<file path="config.mk">
export PLATFORM = sky130hd
export DESIGN_NAME = instr_fetch
export DESIGN_NICKNAME = d
export VERILOG_FILES = /design/src/rtl/vcpu_pkg.sv /design/src/rtl/instr_fetch_ifid_reg.sv /design/src/rtl/instr_fetch.sv
export SDC_FILE = /design/constraint.sdc
export NUM_CORES = 1
export LEC_CHECK = 0
export ABC_AREA = 1
export ABC_CLOCK_PERIOD_IN_PS = 2300
export CAP_MARGIN = 0
export CORE_AREA = 2 2 114 116
export CTS_BUF_LIST = sky130_fd_sc_hd__clkbuf_4 sky130_fd_sc_hd__clkbuf_8
export DETAILED_ROUTE_END_ITERATION = 10
export DIE_AREA = 0 0 116 118
export PLACE_DENSITY = 0.79
export SLEW_MARGIN = 10
export SYNTH_ARGS = -nofsm -noshare
export SYNTH_HDL_FRONTEND = slang
export SYNTH_SLANG_ARGS = --single-unit
</file>
<file path="constraint.sdc">
create_clock -name clk -period 2.3 [get_ports clk]
set_clock_uncertainty 0.15 [all_clocks]
set_input_delay 0.23 -clock clk [delete_from_list [all_inputs] [get_ports clk]]
set_output_delay 0.23 -clock clk [all_outputs]
set_load 0.01 [all_outputs]
</file>
<file path="src/rtl/vcpu_pkg.sv">
// Shared definitions for the vcpu1 pipeline: fetch FSM encoding and instruction constants.
package vcpu_pkg;

    typedef enum logic [1:0] {
        ST_BOOT  = 2'd0,
        ST_RUN   = 2'd1,
        ST_FAULT = 2'd2
    } fetch_state_e;

    localparam logic [31:0] NOP_INSTR   = 32'h0000_0000;
    localparam logic [31:0] INSTR_BYTES = 32'd4;

    function automatic logic is_word_aligned(input logic [31:0] addr);
        return (addr[1:0] == 2'b00);
    endfunction

endpackage

</file>
<file path="src/rtl/instr_fetch_ifid_reg.sv">
// IF/ID pipeline register: holds by default, flush clears the instruction slot,
// load captures a freshly fetched instruction.
module ifid_reg
    import vcpu_pkg::*;
#(
    parameter logic [31:0] RESET_PC = 32'h0000_0000,
    parameter int          DATA_W   = 32
) (
    input  logic              clk,
    input  logic              rst,
    input  logic              i_load,
    input  logic              i_flush,
    input  logic              i_pc_we,
    input  logic [31:0]       i_pc,
    input  logic [DATA_W-1:0] i_instr,
    output logic [31:0]       o_pc,
    output logic [DATA_W-1:0] o_instr,
    output logic              o_valid
);

    logic [31:0]       r_pc;
    logic [DATA_W-1:0] r_instr;
    logic              r_valid;

    always_ff @(posedge clk) begin
        if (rst) begin
            r_pc    <= RESET_PC;
            r_instr <= DATA_W'(NOP_INSTR);
            r_valid <= 1'b0;
        end else if (i_flush) begin
            // A flush may optionally retarget the slot's PC (redirect) or keep it (fault).
            r_instr <= DATA_W'(NOP_INSTR);
            r_valid <= 1'b0;
            if (i_pc_we) begin
                r_pc <= i_pc;
            end
        end else if (i_load) begin
            r_pc    <= i_pc;
            r_instr <= i_instr;
            r_valid <= 1'b1;
        end
    end

    assign o_pc    = r_pc;
    assign o_instr = r_instr;
    assign o_valid = r_valid;

endmodule

</file>
<file path="src/rtl/instr_fetch.sv">
// Instruction fetch stage: owns the PC, drives the ROM, and feeds the IF/ID register.
module instr_fetch
    import vcpu_pkg::*;
#(
    parameter logic [31:0] RESET_PC = 32'h0000_0000
) (
    input  logic        clk,
    input  logic        rst,
    input  logic        stall,
    input  logic        redirect,
    input  logic [31:0] redirect_pc,
    output logic        rom_en,
    output logic [31:0] rom_addr,
    input  logic [31:0] rom_instr,
    output logic [31:0] ifid_pc,
    output logic [31:0] ifid_instr,
    output logic        ifid_valid,
    output logic        fetch_fault
);

    fetch_state_e r_state;
    fetch_state_e w_state_nxt;
    logic [31:0]  r_pc;
    logic [31:0]  w_pc_nxt;
    logic         w_load;
    logic         w_flush;
    logic         w_pc_we;
    logic [31:0]  w_ifid_pc_d;

    always_ff @(posedge clk) begin
        if (rst) begin
            r_state <= ST_BOOT;
            r_pc    <= RESET_PC;
        end else begin
            r_state <= w_state_nxt;
            r_pc    <= w_pc_nxt;
        end
    end

    always_comb begin
        w_state_nxt = r_state;
        w_pc_nxt    = r_pc;
        w_load      = 1'b0;
        w_flush     = 1'b0;
        w_pc_we     = 1'b0;
        w_ifid_pc_d = r_pc;
        case (r_state)
            ST_BOOT: begin
                w_state_nxt = ST_RUN;
            end
            ST_RUN: begin
                if (redirect && !is_word_aligned(redirect_pc)) begin
                    w_state_nxt = ST_FAULT;
                    w_flush     = 1'b1;
                end else if (redirect) begin
                    w_pc_nxt    = redirect_pc;
                    w_flush     = 1'b1;
                    w_pc_we     = 1'b1;
                    w_ifid_pc_d = redirect_pc;
                end else if (!stall) begin
                    w_load   = 1'b1;
                    w_pc_nxt = r_pc + INSTR_BYTES;
                end
            end
            ST_FAULT: begin
                w_state_nxt = ST_FAULT;
            end
            default: begin
                w_state_nxt = ST_BOOT;
            end
        endcase
    end

    ifid_reg #(
        .RESET_PC (RESET_PC),
        .DATA_W   (32)
    ) u_ifid_reg (
        .clk     (clk),
        .rst     (rst),
        .i_load  (w_load),
        .i_flush (w_flush),
        .i_pc_we (w_pc_we),
        .i_pc    (w_ifid_pc_d),
        .i_instr (rom_instr),
        .o_pc    (ifid_pc),
        .o_instr (ifid_instr),
        .o_valid (ifid_valid)
    );

    // ROM controls decode from registered state only, so no input reaches them combinationally.
    assign rom_en      = (r_state == ST_RUN);
    assign rom_addr    = r_pc;
    assign fetch_fault = (r_state == ST_FAULT);

endmodule

</file>
==> reports/qor.csv <==
stage;metric;value;unit
die;Die Wd;116;µm
sta;Final Hold Viols;0;
global_route;initial antenna violation count;0;
clocking;post-CTS setup buffer count;0;
setup_path;Setup CP Type;flip-flop to primary output;
die;IO Count;167;
pwr;Reg power frac;44.5;%
sta;highest clock rate;499;MHz
die;standard-cell rows;41;
drt;First DRT Iteration DRCs;287;
setup_path;CP startpoint kind;flip-flop;
drt;WL/cell;14.2;µm
logic_synthesis;Seq/Total Area, Yosys;40.8;%
placed_design;HPWL after DPL;10.8;mm
clocking;clock-pin slew on the worst setup and hold paths;100;ps
clocking;post-cts resize count;0;
pwr;Sw Share;32.9;%
sta;RSZ-0062 raised after global routing;false;
global_route;largest net degree at the start of global routing;41;
layout;sequential cell area;1980;µm²
layout;layout cell share with drive strength beyond 1;6.13;%
sta;post-route clock period utilization;87.1;%
run_status;status;finished clean;
sta;worst rel slew slack;58.7;%
sta;Final Setup Violations;0;
logic_synthesis;Synth Net Count;794;
placed_design;Cell Area, Placed;6720;µm²
layout;area of the multi-input gates;2440;µm²
clocking;CTS tree;done;
sta;Tmin final;2000;ps
setup_path;Crit. Startpoint;r_state[1];
die;Starting Density;39.1;%
pwr;Clock power frac;25.6;%
drt;DR pass1 iterations;5;
global_route;first-pass GRT wire length;23.7;mm
placed_design;GPL Wtd Cong;0.918;
layout;final instance area;6940;µm²
layout;synthesis-to-layout area growth;42.8;%
drt;wirelength, routed;15.0;mm
logic_synthesis;Synth Area per Inst;6.73;µm²
logic_synthesis;synthesized area;4860;µm²
clocking;Clock Path Buffers;2;
setup_path;CP Max Fanout;4;
pwr;Sw Pwr;1540;µW
drt;DR vias;5277;
setup_path;Critical Path AT;1620;ps
clocking;total CTS buffers;9;
pwr;worst vdd rail ir drop;427;µV
clocking;clock latency on the worst-skew pair;380;ps
pwr;PwrDens;677;nW/µm²
logic_synthesis;Syn Inst Count;722;
pwr;Leakage;0.00268;µW
layout;fill cell count;1208;
sta;Worst-Margin Slew;619;ps
setup_path;Worst setup EP type;primary output;
run;total of max-cap violations;0;
clocking;CTS sink count;99;
clocking;root buffer cell;clkbuf_8;
clocking;H-tree depth;3;
pwr;P_int;3160;µW
layout;# diodes;0;
logic_synthesis;YS warnings;0;
layout;Layout Nets;948;
drt;Routed Antenna Nets;0;
logic_synthesis;dominant synthesized flop cell;dfxtp_1;
logic_synthesis;asr flop ratio synth;0;%
global_route;gr ovfl total;0;
drt;via/cell ratio;5.01;
logic_synthesis;register bit total from synthesis;99;
setup_path;worst reg2reg path startpoint;rom_addr[3];
placed_design;Buffers on Ports;166;
logic_synthesis;post-synth cell types;32;
global_route;Total GRT Usage;21.5;%
global_route;vias in the first global route;4700;
worst_hold_path;Hold Path Class;primary input to flip-flop;
die;die area;13700;µm²
die;Die Y;118;µm
setup_path;Worst EP required;1920;ps
die;area of the core;12400;µm²
clocking;hold bufs inserted after CTS;0;
logic_synthesis;Post-synth EDFFs;0;
worst_hold_path;min-delay src;rom_instr[14];
layout;Final Util;55.9;%
sta;setup TNS;0;ps
drt;DR DRC count;0;
pwr;combinational power share;29.9;%
sta;Max Slew Vio Count;0;
## per-stage QoR
step	total power (µW)	worst slack, ps	std cells	hold WS (ps)
2_1_floorplan	2820	589	722	224
3_3_place_gp	3500	136	1037	299
3_5_place_dp	3520	37.8	1037	302
4_1_cts	4720	182	1053	235
5_1_grt	4960	197	1053	247
6_report	4700	297	1053	248
## power groups by stage
stage	Combinational [µW]	Clock, µW	Sequential (µW)
after floorplan	662	0	2150
after global placement	1380	0	2120
after detailed placement	1400	0	2120
after CTS	1410	1230	2090
after global routing	1540	1300	2120
final	1410	1200	2090
## Yosys cell counts, types with 6 or more instances
master,count,area share [%]
a221oi_2,6,1.9
o21ai_0,48,4.9
inv_1,63,4.9
dfxtp_1,99,41
clkbuf_1,13,1.0
a21oi_1,82,8.4
buf_2,21,2.2
o211ai_1,14,2.2
nor2_1,70,5.4
nand2_1,223,17
nand3_1,36,3.7
## cells by family after synthesis
| group | Yosys count | share of synthesized area [%] |
|---|---|---|
| buf+inv | 105 | 9.04 |
| fa+ha+maj | 4 | 1.03 |
| flops | 99 | 40.8 |
| simple gates | 343 | 28.5 |
| compound gates | 168 | 20.1 |
| xor+xnor | 3 | 0.541 |
## cell usage in the layout, fill, tap and decap left out, types with 4 or more instances in the layout
master,count
o21ai_0,48
buf_12,4
clkbuf_8,11
nand2_1,223
nor2_2,5
o211ai_1,14
dfxtp_1,99
a221oi_1,4
a221oi_2,6
nand3_1,36
buf_4,13
nor2_1,69
a21oi_1,82
ha_1,4
inv_1,63
clkdlybuf4s50_1,166
## worst paths after layout
| path | cells past startpoint | slack (ps) | to |
|---|---|---|---|
| setup reg to reg | 9 | 400 | rom_addr[18] |
| hold / removal | 3 | 250 | u_ifid_reg.o_instr[14] |
| hold reg to reg | 2 | 310 | rom_addr[1] |
| setup / recovery | 3 | 300 | rom_en |
## worst max-delay path: stages, from the launching register on
cell and delay, ps:
dfxtp_1 320, inv_1 90, ha_1 250, clkdlybuf4s50_1 580
## final cells by class
type	count	share of cell area, %
timing repair buffer	183	26.5
tap	172	3.10
sequential	99	28.6
multi-input combinational	518	35.2
clock buffer	12	2.29
clock inverter	4	0.812
inverter	65	3.52
## state kept, by name, summed over array words and instances, names as in the netlist
signal / flops
rom_addr: 32
r_state: 2
u_ifid_reg.o_valid: 1
u_ifid_reg.o_instr: 32
u_ifid_reg.o_pc: 32
## layer usage
metal  vias up  global-route usage, %  routed length [µm]
li1       2650                      -                   -
met1      2421                   28.2                6510
met2       183                   34.6                7080
met3        23                   4.89                1080
met4         0                   7.22                 309
met5         -                      0                   0
No activity file was read; power rests on OpenSTA's default activity.
